--- src/rtl/ctrl_sequencer_if.sv ---
// Fetch-to-decode bus for ctrl_sequencer: instruction stream in, datapath controls out.
// The master modport is the fetch/datapath side; the slave modport is the sequencer.
interface ctrl_sequencer_if #(
    parameter int unsigned INSTR_W = 7,
    parameter int unsigned OP_W    = 3,
    parameter int unsigned RD_W    = 2
);
    logic               instr_valid;
    logic [INSTR_W-1:0] instr;
    logic               alu_zero;
    logic               Branch;
    logic               MemtoReg;
    logic               MemWrite;
    logic               RegWrite;
    logic               ALUSrc;
    logic [OP_W-1:0]    ALUOp;
    logic [RD_W-1:0]    RegDst;
    logic               imm_phase;
    logic               tgt_phase;

    modport master (
        output instr_valid, instr, alu_zero,
        input  Branch, MemtoReg, MemWrite, RegWrite, ALUSrc, ALUOp, RegDst, imm_phase, tgt_phase
    );

    modport slave (
        input  instr_valid, instr, alu_zero,
        output Branch, MemtoReg, MemWrite, RegWrite, ALUSrc, ALUOp, RegDst, imm_phase, tgt_phase
    );
endinterface

--- src/rtl/ctrl_sequencer.sv ---
// Stateful control decoder: one word per accepted cycle, with li-prefix/immediate and
// beq-compare/target pairs tracked as explicit FSM states.
module ctrl_sequencer #(
    parameter int unsigned INSTR_W = 7,
    parameter int unsigned OP_W    = 3,
    parameter int unsigned RD_W    = 2,
    parameter int unsigned LI_EN   = 1
) (
    input logic            Clk,
    input logic            Reset,
    ctrl_sequencer_if.slave bus
);
    typedef enum logic [1:0] {StDecode, StLiImm, StBeqTgt} state_e;

    localparam logic [OP_W-1:0] OpBeq = OP_W'(1);
    localparam logic [OP_W-1:0] OpSb  = OP_W'(2);
    localparam logic [OP_W-1:0] OpLbu = OP_W'(3);

    state_e          state_q, state_d;
    logic [RD_W-1:0] rd_q, rd_d;
    logic            eq_q, eq_d;

    logic [OP_W-1:0] opcode;
    logic            li_prefix;

    assign opcode    = bus.instr[INSTR_W-1 -: OP_W];
    assign li_prefix = (LI_EN != 0) && (bus.instr[INSTR_W-1:RD_W] == '0);

    always_ff @(posedge Clk or posedge Reset) begin
        if (Reset) begin
            state_q <= StDecode;
            rd_q    <= '0;
            eq_q    <= 1'b0;
        end else begin
            state_q <= state_d;
            rd_q    <= rd_d;
            eq_q    <= eq_d;
        end
    end

    always_comb begin
        state_d       = state_q;
        rd_d          = rd_q;
        eq_d          = eq_q;
        bus.Branch    = 1'b0;
        bus.MemtoReg  = 1'b0;
        bus.MemWrite  = 1'b0;
        bus.RegWrite  = 1'b0;
        bus.ALUSrc    = 1'b0;
        bus.ALUOp     = '1;
        bus.RegDst    = rd_q;
        bus.imm_phase = 1'b0;
        bus.tgt_phase = 1'b0;

        // Reset gating keeps enables low even though the current word is still visible.
        if (bus.instr_valid && !Reset) begin
            unique case (state_q)
                StDecode: begin
                    if (li_prefix) begin
                        bus.ALUOp = '0;
                        rd_d      = bus.instr[RD_W-1:0];
                        state_d   = StLiImm;
                    end else begin
                        bus.ALUOp = opcode;
                        case (opcode)
                            OpBeq: begin
                                eq_d    = bus.alu_zero;
                                state_d = StBeqTgt;
                            end
                            OpLbu: begin
                                bus.MemtoReg = 1'b1;
                                bus.RegWrite = 1'b1;
                            end
                            OpSb:    bus.MemWrite = 1'b1;
                            default: bus.RegWrite = 1'b1;
                        endcase
                    end
                end
                StLiImm: begin
                    bus.ALUSrc    = 1'b1;
                    bus.RegWrite  = 1'b1;
                    bus.ALUOp     = '0;
                    bus.imm_phase = 1'b1;
                    state_d       = StDecode;
                end
                StBeqTgt: begin
                    bus.tgt_phase = 1'b1;
                    bus.Branch    = eq_q;
                    bus.ALUSrc    = 1'b1;
                    eq_d          = 1'b0;
                    state_d       = StDecode;
                end
                default: state_d = StDecode;
            endcase
        end
    end
endmodule

--- src/flat_wrapper.sv ---
// flat-port wrapper written by rule: the top's interface ports become plain ports
module ctrl_sequencer_flat 
#(
    parameter int unsigned INSTR_W = 7,
    parameter int unsigned OP_W    = 3,
    parameter int unsigned RD_W    = 2,
    parameter int unsigned LI_EN   = 1
)
  (Clk, Reset, bus_instr_valid, bus_instr, bus_alu_zero, bus_Branch, bus_MemtoReg, bus_MemWrite, bus_RegWrite, bus_ALUSrc, bus_ALUOp, bus_RegDst, bus_imm_phase, bus_tgt_phase);
  ctrl_sequencer_if #(.INSTR_W(INSTR_W), .OP_W(OP_W), .RD_W(RD_W)) bus_i ();
  input logic Clk;
  input logic Reset;
  input wire logic [$bits(bus_i.instr_valid)-1:0] bus_instr_valid;
  input wire logic [$bits(bus_i.instr)-1:0] bus_instr;
  input wire logic [$bits(bus_i.alu_zero)-1:0] bus_alu_zero;
  output wire logic [$bits(bus_i.Branch)-1:0] bus_Branch;
  output wire logic [$bits(bus_i.MemtoReg)-1:0] bus_MemtoReg;
  output wire logic [$bits(bus_i.MemWrite)-1:0] bus_MemWrite;
  output wire logic [$bits(bus_i.RegWrite)-1:0] bus_RegWrite;
  output wire logic [$bits(bus_i.ALUSrc)-1:0] bus_ALUSrc;
  output wire logic [$bits(bus_i.ALUOp)-1:0] bus_ALUOp;
  output wire logic [$bits(bus_i.RegDst)-1:0] bus_RegDst;
  output wire logic [$bits(bus_i.imm_phase)-1:0] bus_imm_phase;
  output wire logic [$bits(bus_i.tgt_phase)-1:0] bus_tgt_phase;
  assign bus_i.instr_valid = bus_instr_valid;
  assign bus_i.instr = bus_instr;
  assign bus_i.alu_zero = bus_alu_zero;
  assign bus_Branch = bus_i.Branch;
  assign bus_MemtoReg = bus_i.MemtoReg;
  assign bus_MemWrite = bus_i.MemWrite;
  assign bus_RegWrite = bus_i.RegWrite;
  assign bus_ALUSrc = bus_i.ALUSrc;
  assign bus_ALUOp = bus_i.ALUOp;
  assign bus_RegDst = bus_i.RegDst;
  assign bus_imm_phase = bus_i.imm_phase;
  assign bus_tgt_phase = bus_i.tgt_phase;
  ctrl_sequencer #(.INSTR_W(INSTR_W), .OP_W(OP_W), .RD_W(RD_W), .LI_EN(LI_EN)) u_core (.Clk(Clk), .Reset(Reset), .bus(bus_i));
endmodule
--- config.mk ---
export PLATFORM = sky130hd
export DESIGN_NAME = ctrl_sequencer_flat
export DESIGN_NICKNAME = d
export VERILOG_FILES = /design/src/rtl/ctrl_sequencer_if.sv /design/src/rtl/ctrl_sequencer.sv /design/src/flat_wrapper.sv
export SDC_FILE = /design/constraint.sdc
export NUM_CORES = 1
export LEC_CHECK = 0
export CAP_MARGIN = 25
export CORE_AREA = 2 2 45 47
export DETAILED_ROUTE_END_ITERATION = 10
export DIE_AREA = 0 0 47 49
export GPL_ROUTABILITY_DRIVEN = 0
export PLACE_DENSITY = 0.53
export SETUP_SLACK_MARGIN = 0.02
export SLEW_MARGIN = 5
export SYNTH_ARGS = -nofsm -noshare
export SYNTH_HDL_FRONTEND = slang
export SYNTH_SLANG_ARGS = --single-unit
--- constraint.sdc ---
create_clock -name Clk -period 2.8 [get_ports Clk]
set_input_delay 0.7 -clock Clk [delete_from_list [all_inputs] [get_ports Clk]]
set_output_delay 0.7 -clock Clk [all_outputs]
set_load 0.01 [all_outputs]
[Word level (Yosys, flattened, before mapping)]
Cells that the tools add are included.
Storage, ports and cells
  bits in registers: 5
  input bits: 11
  output and inout bits: 12
  word-level logic and storage cells: 50
Cells by class
  equal/unequal tests: 8
  muxes and demuxes: 29
  reduce and logical (&&, ||, !) cells: 10
Operator list (count)
  $mux W1: 21
  $eq A3 B2 Y1 const B: 2
  $mux W2: 3
  $mux W3: 2
  $pmux W3 S2: 1
  $logic_not A5 Y1: 1
  $ne A2 B2 Y1 const B: 2
  $pmux W1 S2: 2
  $reduce_and A4 Y1: 1
  $reduce_or A2 Y1: 2
  $eq A3 B1 Y1 const B: 1
  $ne A3 B2 Y1 const B: 1
  $reduce_and A3 Y1: 1
  $eq A2 B1 Y1 const B: 1
  $eq A2 B2 Y1 const B: 1
  $logic_not A2 Y1: 1
  $reduce_and A2 Y1: 1
  $reduce_bool A2 Y1: 1
  $logic_and A1 B1 Y1: 1
  $logic_not A1 Y1: 1

[Depth between registers and ports, before layout]
  depth in word-level cells: 6
  depth in mapped cells: 6
  gate-level depth less buffers: 5

[Least setup slack after synthesis]
No wires, ideal clock.
  path type: input to output
  start: in bus_instr[4]
  end: out bus_RegWrite
  arrival: 1288 ps
  required time: 2100 ps
  path slack: 812 ps
  stages on the path: 3
  buffers on the path: 0
  cell sequence: nor2b_1 -> a211oi_1 -> nor3_1
Between the ends
  longest elaborated chain between the ends: 6
  elaborated cells on any way between the ends: 8
  those cells by class: 2 x eq/ne; 4 x mux; 2 x reduce/logical
Ends and longest elaborated chain
  start, declared: RTL line flat_wrapper.sv:14  | input wire logic [$bits(bus_i.instr)-1:0] bus_instr;
  $eq A3 B2 Y1 or $eq A3 B1 Y1 (tied branches): RTL line ctrl_sequencer.sv:65  | case (opcode)
  $reduce_or A2 Y1 (no line)
  $mux W1: RTL line ctrl_sequencer.sv:65
  $mux W1 *: RTL line ctrl_sequencer.sv:59  | if (li_prefix) begin
  $pmux W1 S2 *: RTL line ctrl_sequencer.sv:57  | unique case (state_q)
  $mux W1 *: RTL line ctrl_sequencer.sv:56  | if (bus.instr_valid && !Reset) begin
  end, declared: RTL line flat_wrapper.sv:19  | output wire logic [$bits(bus_i.RegWrite)-1:0] bus_RegWrite;
Every way passes the cells marked *; elsewhere a longest branch is shown, timed or not.

[Final worst setup path]
  start: in Reset
  end: out bus_ALUOp[2]
Between the ends
  longest elaborated chain between the ends: 3
Ends and longest elaborated chain
  start, declared: RTL line flat_wrapper.sv:12  | input logic Reset;
  $logic_not A1 Y1 (no line)
  $logic_and A1 B1 Y1: RTL line ctrl_sequencer.sv:56
  $mux W3: RTL line ctrl_sequencer.sv:56
  end, declared: RTL line flat_wrapper.sv:21  | output wire logic [$bits(bus_i.ALUOp)-1:0] bus_ALUOp;
No other way between the ends.

==> metrics.txt <==
# TYPE chip_impl_metric gauge
chip_impl_metric{name="final_net_count",unit=""} 107
chip_impl_metric{name="synth_seq_area_share",unit="%"} 28.49
chip_impl_info{name="run_status",value="complete, no violations"} 1
chip_impl_metric{name="synth.mux.area_fraction",unit="%"} 5.128
chip_impl_metric{name="drive_gt1_share",unit="%"} 25.00
chip_impl_metric{name="postSynthCellCount",unit=""} 54
chip_impl_metric{name="die_area",unit="mm²"} 0.002303
chip_impl_metric{name="place_ws",unit="ns"} -0.1598
chip_impl_info{name="root_buffer",value="sky130_fd_sc_hd__clkbuf_4"} 1
chip_impl_metric{name="synth_top_area_share",unit="%"} 28.49
chip_impl_metric{name="global_route_wire_length_before_repair",unit="µm"} 2001
chip_impl_metric{name="diodes",unit=""} 0
chip_impl_metric{name="detail_route.wl_per_cell",unit="µm"} 9.496
chip_impl_metric{name="htree_levels",unit=""} 1
chip_impl_metric{name="detail_route.drc_violations",unit=""} 0
chip_impl_metric{name="setup_slack",unit="ns"} 0.06586
chip_impl_metric{name="design.core.area",unit="mm²"} 0.001842
chip_impl_info{name="synth.top_cells.by_count",value="sky130_fd_sc_hd__nand2_1, sky130_fd_sc_hd__dfrtp_1, sky130_fd_sc_hd__nor2_1"} 1
chip_impl_info{name="crit_path_top_delay_cell",value="sky130_fd_sc_hd__clkdlybuf4s50_1"} 1
chip_impl_metric{name="final.setup_skew",unit="ns"} 0.0006996
chip_impl_metric{name="synth-simple-area-share",unit="%"} 41.03
chip_impl_info{name="critPathKind",value="in -> out"} 1
chip_impl_metric{name="clk_pin_slew_worst_setup_hold_paths",unit="ns"} 0.04
chip_impl_metric{name="ant_nets",unit=""} 0
chip_impl_info{name="ys_top_cells_by_area",value="sky130_fd_sc_hd__dfrtp_1, sky130_fd_sc_hd__ha_1, sky130_fd_sc_hd__nand2_1"} 1
chip_impl_metric{name="tritoncts_num_sinks",unit=""} 5
chip_impl_metric{name="ios",unit=""} 23
chip_impl_metric{name="number_of_antenna_violations_at_the_first_check_in_global_routing",unit=""} 0
chip_impl_metric{name="grt_pass1_vias",unit=""} 474
chip_impl_info{name="timing.critical_path.to_type",value="output pin"} 1
chip_impl_info{name="holdCritPathClass",value="reg -> reg"} 1
chip_impl_info{name="topRoutingLayerUsed",value="met3"} 1
chip_impl_metric{name="worstPathArrival",unit="ns"} 2.03
chip_impl_metric{name="hold_fails_final_rpt",unit=""} 0
chip_impl_metric{name="syn_warnings",unit=""} 0
chip_impl_metric{name="drt_wl_total",unit="µm"} 1130
chip_impl_info{name="synth_top_family_by_area",value="simple AND/OR/NAND/NOR gates"} 1
chip_impl_metric{name="detail_route.iter0.violations",unit=""} 5
chip_impl_metric{name="number_of_cells_on_the_worst_hold_path",unit=""} 1
chip_impl_metric{name="timing.slew.headroom",unit="%"} 73.73
chip_impl_metric{name="post_synth.cell_area_avg",unit="µm²"} 8.133
chip_impl_metric{name="synth-async-reset-ratio",unit="%"} 100.0
chip_impl_metric{name="final_period_minus_worst_setup_slack",unit="ns"} 2.734
chip_impl_metric{name="timing.reg2reg.setup_slack",unit="ns"} 1.27
chip_impl_metric{name="die_height",unit="µm"} 49
chip_impl_info{name="clock_tree_from_tritoncts",value="yes"} 1
chip_impl_metric{name="syn_nets",unit=""} 68
chip_impl_metric{name="grt-ovfl-total",unit=""} 0
chip_impl_metric{name="route.layer.met1.wl",unit="µm"} 511
chip_impl_info{name="yosysMostFrequentCell",value="sky130_fd_sc_hd__nand2_1"} 1
chip_impl_metric{name="cap_violations",unit=""} 0
chip_impl_metric{name="edff_count_synth",unit=""} 0
chip_impl_metric{name="route.detailed.vias_per_inst",unit=""} 4.101
chip_impl_info{name="timing.critical_path.cells",value="clkdlybuf4s50_1 > nand2b_2 > nor2_2 > nand2_1 > clkdlybuf4s50_1"} 1
chip_impl_metric{name="max_freq",unit="MHz"} 365.7
chip_impl_metric{name="dr_total_vias",unit=""} 488
chip_impl_metric{name="grt_start_max_net_pins",unit=""} 11
chip_impl_metric{name="place_hpwl",unit="µm"} 958.2
chip_impl_metric{name="setup_violations_final",unit=""} 0
chip_impl_metric{name="synth-xor-area-share",unit="%"} 0
chip_impl_metric{name="clock_latency_reported_for_the_late_side_of_the_worst_skew_pair",unit="ns"} 0.24
chip_impl_metric{name="reg2regPathDepth",unit=""} 6
chip_impl_metric{name="postSynthRegisterBits",unit=""} 5
chip_impl_info{name="cell_mode_on_critical_path",value="sky130_fd_sc_hd__clkdlybuf4s50_1"} 1
chip_impl_info{name="crit-reg2reg-capture",value="u_core.bus.RegDst[0]"} 1
chip_impl_info{name="crit_path_start_kind",value="primary input"} 1
chip_impl_metric{name="postCtsSetupBuffers",unit=""} 0
chip_impl_metric{name="min_period_over_period",unit="%"} 97.65
chip_impl_metric{name="final_cell_count_no_fill",unit=""} 119
chip_impl_info{name="worst_r2r_startpoint",value="u_core.state_q[0]"} 1
chip_impl_metric{name="met2_length",unit="µm"} 580
chip_impl_info{name="grt_setup_unrepaired",value="yes"} 1
chip_impl_metric{name="std_cell_rows",unit=""} 16
chip_impl_metric{name="synthToLayoutAreaGrowth",unit="%"} 84.33
chip_impl_metric{name="placement.io_buffers",unit=""} 22
chip_impl_metric{name="timing.critical_path.required",unit="ns"} 2.10
chip_impl_info{name="synth_ff_type",value="sky130_fd_sc_hd__dfrtp_1"} 1
chip_impl_metric{name="power.density",unit="mW/mm²"} 493.2
chip_impl_info{name="hold_path_startpoint",value="u_core.bus.RegDst[1]"} 1
chip_impl_metric{name="reported_leakage_power",unit="nW"} 0.3861
chip_impl_metric{name="floorplan.initialDensity",unit="%"} 23.85
chip_impl_metric{name="detailedRoute.firstPassIterationCount",unit=""} 3
chip_impl_metric{name="critical_path_buf_inv_count",unit=""} 2
chip_impl_metric{name="groute.usage.overall",unit="%"} 11.73
chip_impl_metric{name="vdd.ir_drop.worst",unit="V"} 0.0004024
chip_impl_metric{name="fill_cells",unit=""} 203
chip_impl_metric{name="number_of_buffers_between_clock_root_and_the_deepest_sink",unit=""} 2
chip_impl_metric{name="detailroute.wirelength.met3",unit="µm"} 37
chip_impl_metric{name="numPlacedInstances",unit=""} 115
chip_impl_metric{name="post_synth_instance_area",unit="µm²"} 439.2
chip_impl_metric{name="maxSlewViolCount",unit=""} 0
chip_impl_metric{name="transition_time_of_the_tightest_slew_check_pin",unit="ns"} 0.3931
chip_impl_info{name="synth_largest_area_cell",value="sky130_fd_sc_hd__dfrtp_1"} 1
chip_impl_metric{name="power.total",unit="W"} 0.0003992
chip_impl_metric{name="cp_max_fanout",unit=""} 3
chip_impl_metric{name="post_synth_num_cell_types",unit=""} 26
chip_impl_metric{name="synth_compound_gate_area_share",unit="%"} 11.40
chip_impl_info{name="whs_endpoint",value="u_core.bus.RegDst[1]"} 1
chip_impl_metric{name="die_width",unit="µm"} 47
chip_impl_info{name="crit_family",value="buffers and inverters"} 1
chip_impl_info{name="worst_setup_path_startpoint",value="Reset"} 1
chip_impl_metric{name="worst_path_largest_cell_delay",unit="ns"} 0.47
chip_impl_metric{name="cts_buffers",unit=""} 3
chip_impl_metric{name="synth_adder_area_share",unit="%"} 8.547
[how the worst max path moves through the flow]
| stage | end | cells after the start |
|---|---|---|
| final | bus_ALUOp[2] | 5 |
| after detailed placement | bus_RegWrite | 5 |
| after global placement | bus_MemWrite | 5 |
| after floorplan | bus_RegWrite | 3 |
| after CTS | bus_ALUOp[2] | 5 |
| after global routing | bus_MemtoReg | 6 |
[per-layer routing]
metal / global-route usage (%) / up-vias
li1: - / 259
met1: 15.03 / 217
met2: 18.04 / 12
met3: 2.593 / 0
met4: 5.556 / 0
met5: 0 / -
[stage by stage]
step / TNS, ns / hold slack [ns] / utilization, % / cell area [µm²]
after floorplan: 0 / 0.4785 / - / 439.2
after global placement: -0.4839 / 0.4833 / 42.87 / 789.5
after detailed placement: -0.5885 / 0.4847 / 42.87 / 789.5
after CTS: 0 / 0.4942 / 43.75 / 805.8
after global routing: 0 / 0.5151 / 43.95 / 809.5
final: 0 / 0.4874 / 43.95 / 809.5
[area by class of cell]
type                       count  area, µm²  share of cell area (%)
timing repair buffer          36      314.1                   38.79
multi-input combinational     43      295.3                   36.48
sequential                     5      125.1                   15.46
tap                           27      33.78                   4.173
clock buffer                   4      26.28                   3.246
inverter                       4      15.01                   1.855
[cells by family (layout without fill, tap and decap cells)]
kind of cell               after synthesis  after routing
and+or+nand+nor                         30             30
AOI/OAI and AO/OA                        8              8
buffers and inverters                    6             44
DFF                                      5              5
adders and majority gates                3              3
muxes                                    2              2
[power breakdown]
part	internal (W)	leakage, nW	switching, W
registers	0.0000902	0.0634	0.0000102
clock network	0.0000537	0.0150	0.0000268
logic	0.000112	0.308	0.000106
total	0.000256	0.386	0.000144
[worst register-to-register path: stages, from the launching register on]
cell	delay (ns)
sky130_fd_sc_hd__dfrtp_1	0.39
sky130_fd_sc_hd__inv_1	0.10
sky130_fd_sc_hd__ha_1	0.19
sky130_fd_sc_hd__nor2b_1	0.19
sky130_fd_sc_hd__buf_4	0.14
sky130_fd_sc_hd__nand3_2	0.09
sky130_fd_sc_hd__mux2_1	0.32
[sequential cells by signal, indices dropped and copies added (netlist names)]
name and flops:
u_core.bus.RegDst 2, u_core.state_q 2, u_core.eq_q 1
[placed cells by master, fill, tap and decap left out, drive strengths merged, types with 4 or more instances in the layout]
master         count
buf               14
clkdlybuf4s50     13
nand2              7
dlygate4sd2        7
dfrtp              5
nor2               5
clkbuf             5
inv                4
[what timing repair did]
item	4_1_cts	5_1_grt
hold buffers	0	0
gates resized for setup	8	5
endpoints found under the setup margin	8	4
(Power assumes the default switching activity.)
